<file path="src/rtl/squeeze_stream.sv">
// Squeeze phase of a sponge construction: emits rate chunks, requesting a
// permutation between chunks. Optional perm_count port under SQUEEZE_PERM_COUNT_EN.
module squeeze_stream #(
  parameter int CWIDTH      = 320,
  parameter int RWIDTH      = 32,
  parameter int OUT_WIDTH   = 256,
  parameter int REMAINWIDTH = 20,
  parameter int ROUND_COUNT = 10
) (
  input  logic                         clk,
  input  logic                         reset,
  input  logic                         start,
  input  logic [CWIDTH-1:0]            c_in,
  input  logic [RWIDTH-1:0]            r_in,
  input  logic [REMAINWIDTH-1:0]       remaining,
  input  logic [ROUND_COUNT-1:0]       rounds,
  output logic                         perm_go,
  output logic [CWIDTH-1:0]            perm_c,
  output logic [ROUND_COUNT-1:0]       perm_rounds,
  input  logic                         perm_done,
  input  logic [RWIDTH-1:0]            perm_r_in,
  input  logic [CWIDTH-1:0]            perm_c_in,
  output logic [RWIDTH-1:0]            out_data,
  output logic [$clog2(RWIDTH+1)-1:0]  out_len,
  output logic                         out_valid,
  input  logic                         out_ready,
  output logic [OUT_WIDTH-1:0]         Bdata,
  output logic [CWIDTH-1:0]            c_out,
  output logic                         busy,
  output logic                         squeeze_done
`ifdef SQUEEZE_PERM_COUNT_EN
  ,
  output logic [15:0]                  perm_count
`endif
);

  localparam int LW = $clog2(RWIDTH+1);
  localparam logic [2:0] IDLE = 3'd0, LOAD = 3'd1, EMIT = 3'd2, PERM = 3'd3, DONE = 3'd4;
  localparam logic [REMAINWIDTH-1:0] OUT_CAP = REMAINWIDTH'(OUT_WIDTH);
  localparam logic [REMAINWIDTH-1:0] R_CAP   = REMAINWIDTH'(RWIDTH);

  logic [2:0]             state;
  logic [RWIDTH-1:0]      r_reg;
  logic [CWIDTH-1:0]      c_reg;
  logic [ROUND_COUNT-1:0] rounds_reg;
  logic [REMAINWIDTH-1:0] rem;
  logic [REMAINWIDTH-1:0] pos;
  logic [OUT_WIDTH-1:0]   bdata;
  logic [REMAINWIDTH-1:0] rem_clamp;
  logic [REMAINWIDTH-1:0] len;
  logic [RWIDTH-1:0]      chunk;
  logic [OUT_WIDTH-1:0]   placed;
`ifdef SQUEEZE_PERM_COUNT_EN
  logic [15:0]            pcount;
`endif

  always_comb begin
    rem_clamp = (remaining > OUT_CAP) ? OUT_CAP : remaining;
    len       = (rem > R_CAP) ? R_CAP : rem;
    chunk     = r_reg & ~({RWIDTH{1'b1}} >> len);
    // Shifting the chunk down by RWIDTH+pos and keeping the low OUT_WIDTH bits
    // lands it at Bdata[OUT_WIDTH-1-pos -: len] without a variable-width slice.
    placed    = OUT_WIDTH'({chunk, {OUT_WIDTH{1'b0}}} >> (pos + R_CAP));
  end

  always_ff @(posedge clk) begin
    if (reset) begin
      state      <= IDLE;
      r_reg      <= '0;
      c_reg      <= '0;
      rounds_reg <= '0;
      rem        <= '0;
      pos        <= '0;
      bdata      <= '0;
`ifdef SQUEEZE_PERM_COUNT_EN
      pcount     <= '0;
`endif
    end else begin
      case (state)
        IDLE: if (start) state <= LOAD;
        LOAD: begin
          r_reg      <= r_in;
          c_reg      <= c_in;
          rounds_reg <= rounds;
          rem        <= rem_clamp;
          pos        <= '0;
          bdata      <= '0;
`ifdef SQUEEZE_PERM_COUNT_EN
          pcount     <= '0;
`endif
          state      <= (rem_clamp == '0) ? DONE : EMIT;
        end
        EMIT: if (out_ready) begin
          bdata <= bdata | placed;
          rem   <= rem - len;
          pos   <= pos + len;
          state <= (rem == len) ? DONE : PERM;
        end
        PERM: if (perm_done) begin
          r_reg <= perm_r_in;
          c_reg <= perm_c_in;
`ifdef SQUEEZE_PERM_COUNT_EN
          if (pcount != 16'hFFFF) pcount <= pcount + 16'd1;
`endif
          state <= EMIT;
        end
        DONE: if (start) begin
          bdata <= '0;
          state <= LOAD;
        end
        default: state <= IDLE;
      endcase
    end
  end

  assign out_valid    = !reset && (state == EMIT);
  assign out_data     = chunk;
  assign out_len      = LW'(len);
  assign perm_go      = !reset && (state == PERM);
  assign perm_c       = c_reg;
  assign perm_rounds  = rounds_reg;
  assign Bdata        = reset ? '0 : bdata;
  assign c_out        = reset ? '0 : c_reg;
  assign busy         = !reset && (state == LOAD || state == EMIT || state == PERM);
  assign squeeze_done = !reset && (state == DONE);
`ifdef SQUEEZE_PERM_COUNT_EN
  assign perm_count   = pcount;
`endif

endmodule

</file>
<file path="config.mk">
export PLATFORM = sky130hd
export DESIGN_NAME = squeeze_stream
export DESIGN_NICKNAME = d
export VERILOG_FILES = /design/src/rtl/squeeze_stream.sv
export SDC_FILE = /design/constraint.sdc
export NUM_CORES = 2
export LEC_CHECK = 0
export ABC_AREA = 1
export CORE_AREA = 3 3 649 651
export CTS_BUF_LIST = sky130_fd_sc_hd__clkbuf_2 sky130_fd_sc_hd__clkbuf_4 sky130_fd_sc_hd__clkbuf_8
export DETAILED_ROUTE_END_ITERATION = 12
export DIE_AREA = 0 0 652 654
export DONT_BUFFER_PORTS = 1
export HOLD_SLACK_MARGIN = 0.03
export PLACE_DENSITY = 0.3
export REMOVE_ABC_BUFFERS = 1
export SETUP_SLACK_MARGIN = 0.2
export SYNTH_ARGS = -nofsm -noshare
export SYNTH_HDL_FRONTEND = slang
export SYNTH_SLANG_ARGS = --single-unit
</file>
<file path="constraint.sdc">
create_clock -name clk -period 3.9 [get_ports clk]
set_input_delay 0.78 -clock clk [delete_from_list [all_inputs] [get_ports clk]]
set_output_delay 0.78 -clock clk [all_outputs]
set_load 0.02 [all_outputs]
</file>
==> metrics.md <==
| Metric | Value |
|---|---|
| First-pass GRT wire length | `461 mm` |
| Post-synth EDFFs | `0` |
| Synth warnings | `0` |
| Clock Sinks | `661` |
| Outcome | `complete, but fails checks` |
| Vias in the first global route | `45000` |
| DP Wirelength | `298 mm` |
| Hold EP | `rem[7]` |
| Layout Area Growth over Synthesis | `58.4%` |
| Slowest stage delay, CP | `1280 ps` |
| Top delay family on crit path | `simple AND/OR/NAND/NOR gates` |
| CTS tree | `done` |
| Leading area contributor after synthesis | `dfxtp_1` |
| H-tree Lvls | `4` |
| HP Start | `remaining[7]` |
| Routed WL | `364 mm` |
| Number of routed nets with antenna violations | `0` |
| GP Congestion | `between 1 and 1.5` |
| Reg2Reg Depth | `24` |
| Post-synth ARST share | `0%` |
| Violated checks | `max-slew violations, negative setup slack` |
| Clk_lat worst skew | `1000 ps` |
| Clock-pin slew on the worst setup and hold paths | `roughly 40 ps` |
| Starting Density | `8.79%` |
| Congestion Overflow GR | `0` |
| DP Worst Slack | `37.0 ps` |
| Max-cap violations | `0` |
| CP startpoint kind | `primary input` |
| Critical-path cell list | `nor2_1 -> buf_4` |
| Library cells used by synthesis | `58` |
| Fin. Hold Viols | `0` |
| Synthesized instance count | `5764` |
| Initial antenna violation count | `~240` |
| Die H | `654 µm` |
| Die width | `652 µm` |
| Via density | `3.78` |
| Crit Path Category | `primary input to primary output` |
| Slew @ Worst Pin | `2270 ps` |
| Worst path bufs/invs | `1` |
| #FFs+latches synth | `approximately 660` |
| Starting DRT DRC Count | `4526` |
| Area share of the leading cell type in the synthesized netlist | `between 30% and 40%` |
| Slew headroom | `-51.1%` |
| Non-filler cells, final | `12400` |
| Worst Hold Class | `primary input to register` |
| Final core occ | `13.9%` |
| Setup ws final | `-296 ps` |
| Cells after DPL | `between 10000 and 15000` |
| Fmax | `238 MHz` |
| DIE AREA | `426000 µm²` |
| Layout cells sized above 1 | `15.8%` |
| Total number of vias | `47000` |
| 1st-pass router iterations | `6` |
| DR DRC count | `0` |
| Power per cell area | `799 nW/µm²` |
| Dominant synthesized flop cell | `dfxtp_1` |
| IO Pins | `1687` |
| Routed WL per cell | `29.3 µm` |
| Worst vdd ir | `approximately 430 µV` |
| Maximum root-to-sink buffer count | `4` |
| Worst EP required | `between 3000 and 4000 ps` |
| Core Region | `about 420000 µm²` |
| Row cnt | `237` |
| Lkg Pwr | `between 0.02 and 0.025 µW` |
| Synth area leaders | `dfxtp_1, nand2_1, nor2_1` |
| Inserted Clock Buffers | `156` |
| RSZ-0062 raised after global routing | `true` |
| Period utilization | `108%` |
| Setup crit end kind | `primary output` |
| Max Slew Vio Count | `306` |
| Root Buffer | `clkbuf_8` |
| Worst EP arrival | `about 3400 ps` |
| Pin count of the biggest net entering global routing | `588` |
| Crit-path slowest cell | `nor2_1` |
| Max reg flops | `320` |
| Setup TNS | `-587 ps` |
| Fillers | `48300` |
| FF-to-FF setup slack | `410 ps` |
| Total track usage | `16.2%` |
| Minimum clock period | `4200 ps` |
| Avg Cell Area, Syn | `roughly 6.3 µm²` |
| Crit path max fanout | `~590` |
| Seq/Total Area, Yosys | `36.2%` |
| Worst hold path stage count | `2` |
| Worst r2r src | `rem[18]` |
| Layout Skew | `approximately 120 ps` |
| Final net count | `between 7000 and 8000` |
| Critical R2R Capture | `bdata[41]` |
| Port bufs | `0` |
| Final setup vio count | `3` |
| Cell Area, Synth | `36600 µm²` |
[where the power goes]
group          internal, µW  switching (µW)
clock                  5080            4130
combinational          8430           15400
sequential             8520            4690
[per-layer routing]
metal / global-route usage [%] / vias to the layer above / part of all wire [%] / wire length [µm]
met5: 0 / - / 0.13 / 461
met4: 9.02 / 64 / 6.1 / 22200
met3: 5.30 / 670 / 8.7 / 31600
met2: 28.3 / 2319 / 50 / 181000
met1: 17.0 / 23000 / 36 / 129000
li1: - / 20900 / - / -
[through the flow]
| stage | instance area (µm²) | hold WS [ps] | power [µW] |
|---|---|---|---|
| after floorplan | 34700 | 435 | 15300 |
| after global placement | 45900 | 448 | 33100 |
| after detailed placement | 45900 | 450 | 33000 |
| after CTS | 56800 | 30.2 | 45900 |
| after global routing | 57800 | 47.9 | 48800 |
| final | 57900 | 209 | 46300 |
[layout make-up]
class / count / area (µm²) / area share, %
repair buffers: 1239 / 12000 / 20.7
flip-flops and latches: 661 / 13300 / 22.9
multi-input cells: 3971 / 19700 / 33.9
well taps: 5497 / 6880 / 11.9
diodes: 105 / 263 / 0.454
clock buffers: 230 / 2890 / 4.99
inverters: 688 / 2620 / 4.52
clock inverters: 32 / 363 / 0.627
[cells by family after synthesis]
group	Yosys count	share of synthesized area, %
AND/OR/NAND/NOR	2710	32.1
XOR/XNOR	13	0.312
buffers and inverters	1144	12.2
other	2	0.0205
adder cells (fa/ha/maj)	22	0.774
flip-flops	661	36.2
AO/OA/AOI/OAI	1212	18.3
[placed cells by master, fill, tap and decap left out, types with 21 or more instances in the layout]
cell           instances
nand2_1             1246
dlygate4sd3_1        687
nor2_1               682
inv_1                663
dfxtp_1              644
buf_4                447
o21ai_0              430
a31oi_1              370
nand3_1              355
a21oi_1              316
nand4_1              214
clkbuf_8             186
diode_2              105
buf_12                54
nand3_2               52
clkbuf_4              44
buf_6                 38
nand2_2               35
nor2_4                34
nor2_2                28
o21ai_1               28
nor3_1                21
[synthesized netlist by cell type (24+ instances only)]
cell and instances:
a31oi_1 372, nand3_2 38, o21ai_1 24, inv_1 675
buf_1 47, a21oi_1 320, buf_2 61, nand2_1 1281
nand3_1 376, clkbuf_1 333, nor2_1 709, nand4_1 214
o21ai_0 439, dfxtp_1 661
[repair_timing]
action                                 CTS  global route
hold buffers                           687             0
cloned                                   1             2
gates resized for setup                131           136
pin swaps                               39            38
setup endpoints to repair               93           230
setup buffers                           34            40
endpoints found under the hold margin  378             0
[worst max-delay path by stage]
stage / from / to / slack (ps) / depth (start not counted)
final: reset / c_out[49] / -300 / 2
after global routing: rem[18] / out_data[5] / -70 / 11
after CTS: rem[14] / out_data[5] / -80 / 11
after detailed placement: rem[14] / bdata[194] / 40 / 18
after global placement: rem[14] / bdata[34] / 70 / 18
after floorplan: state[0] / perm_c[0] / -25670 / 7
No activity file was read; power rests on OpenSTA's default activity.
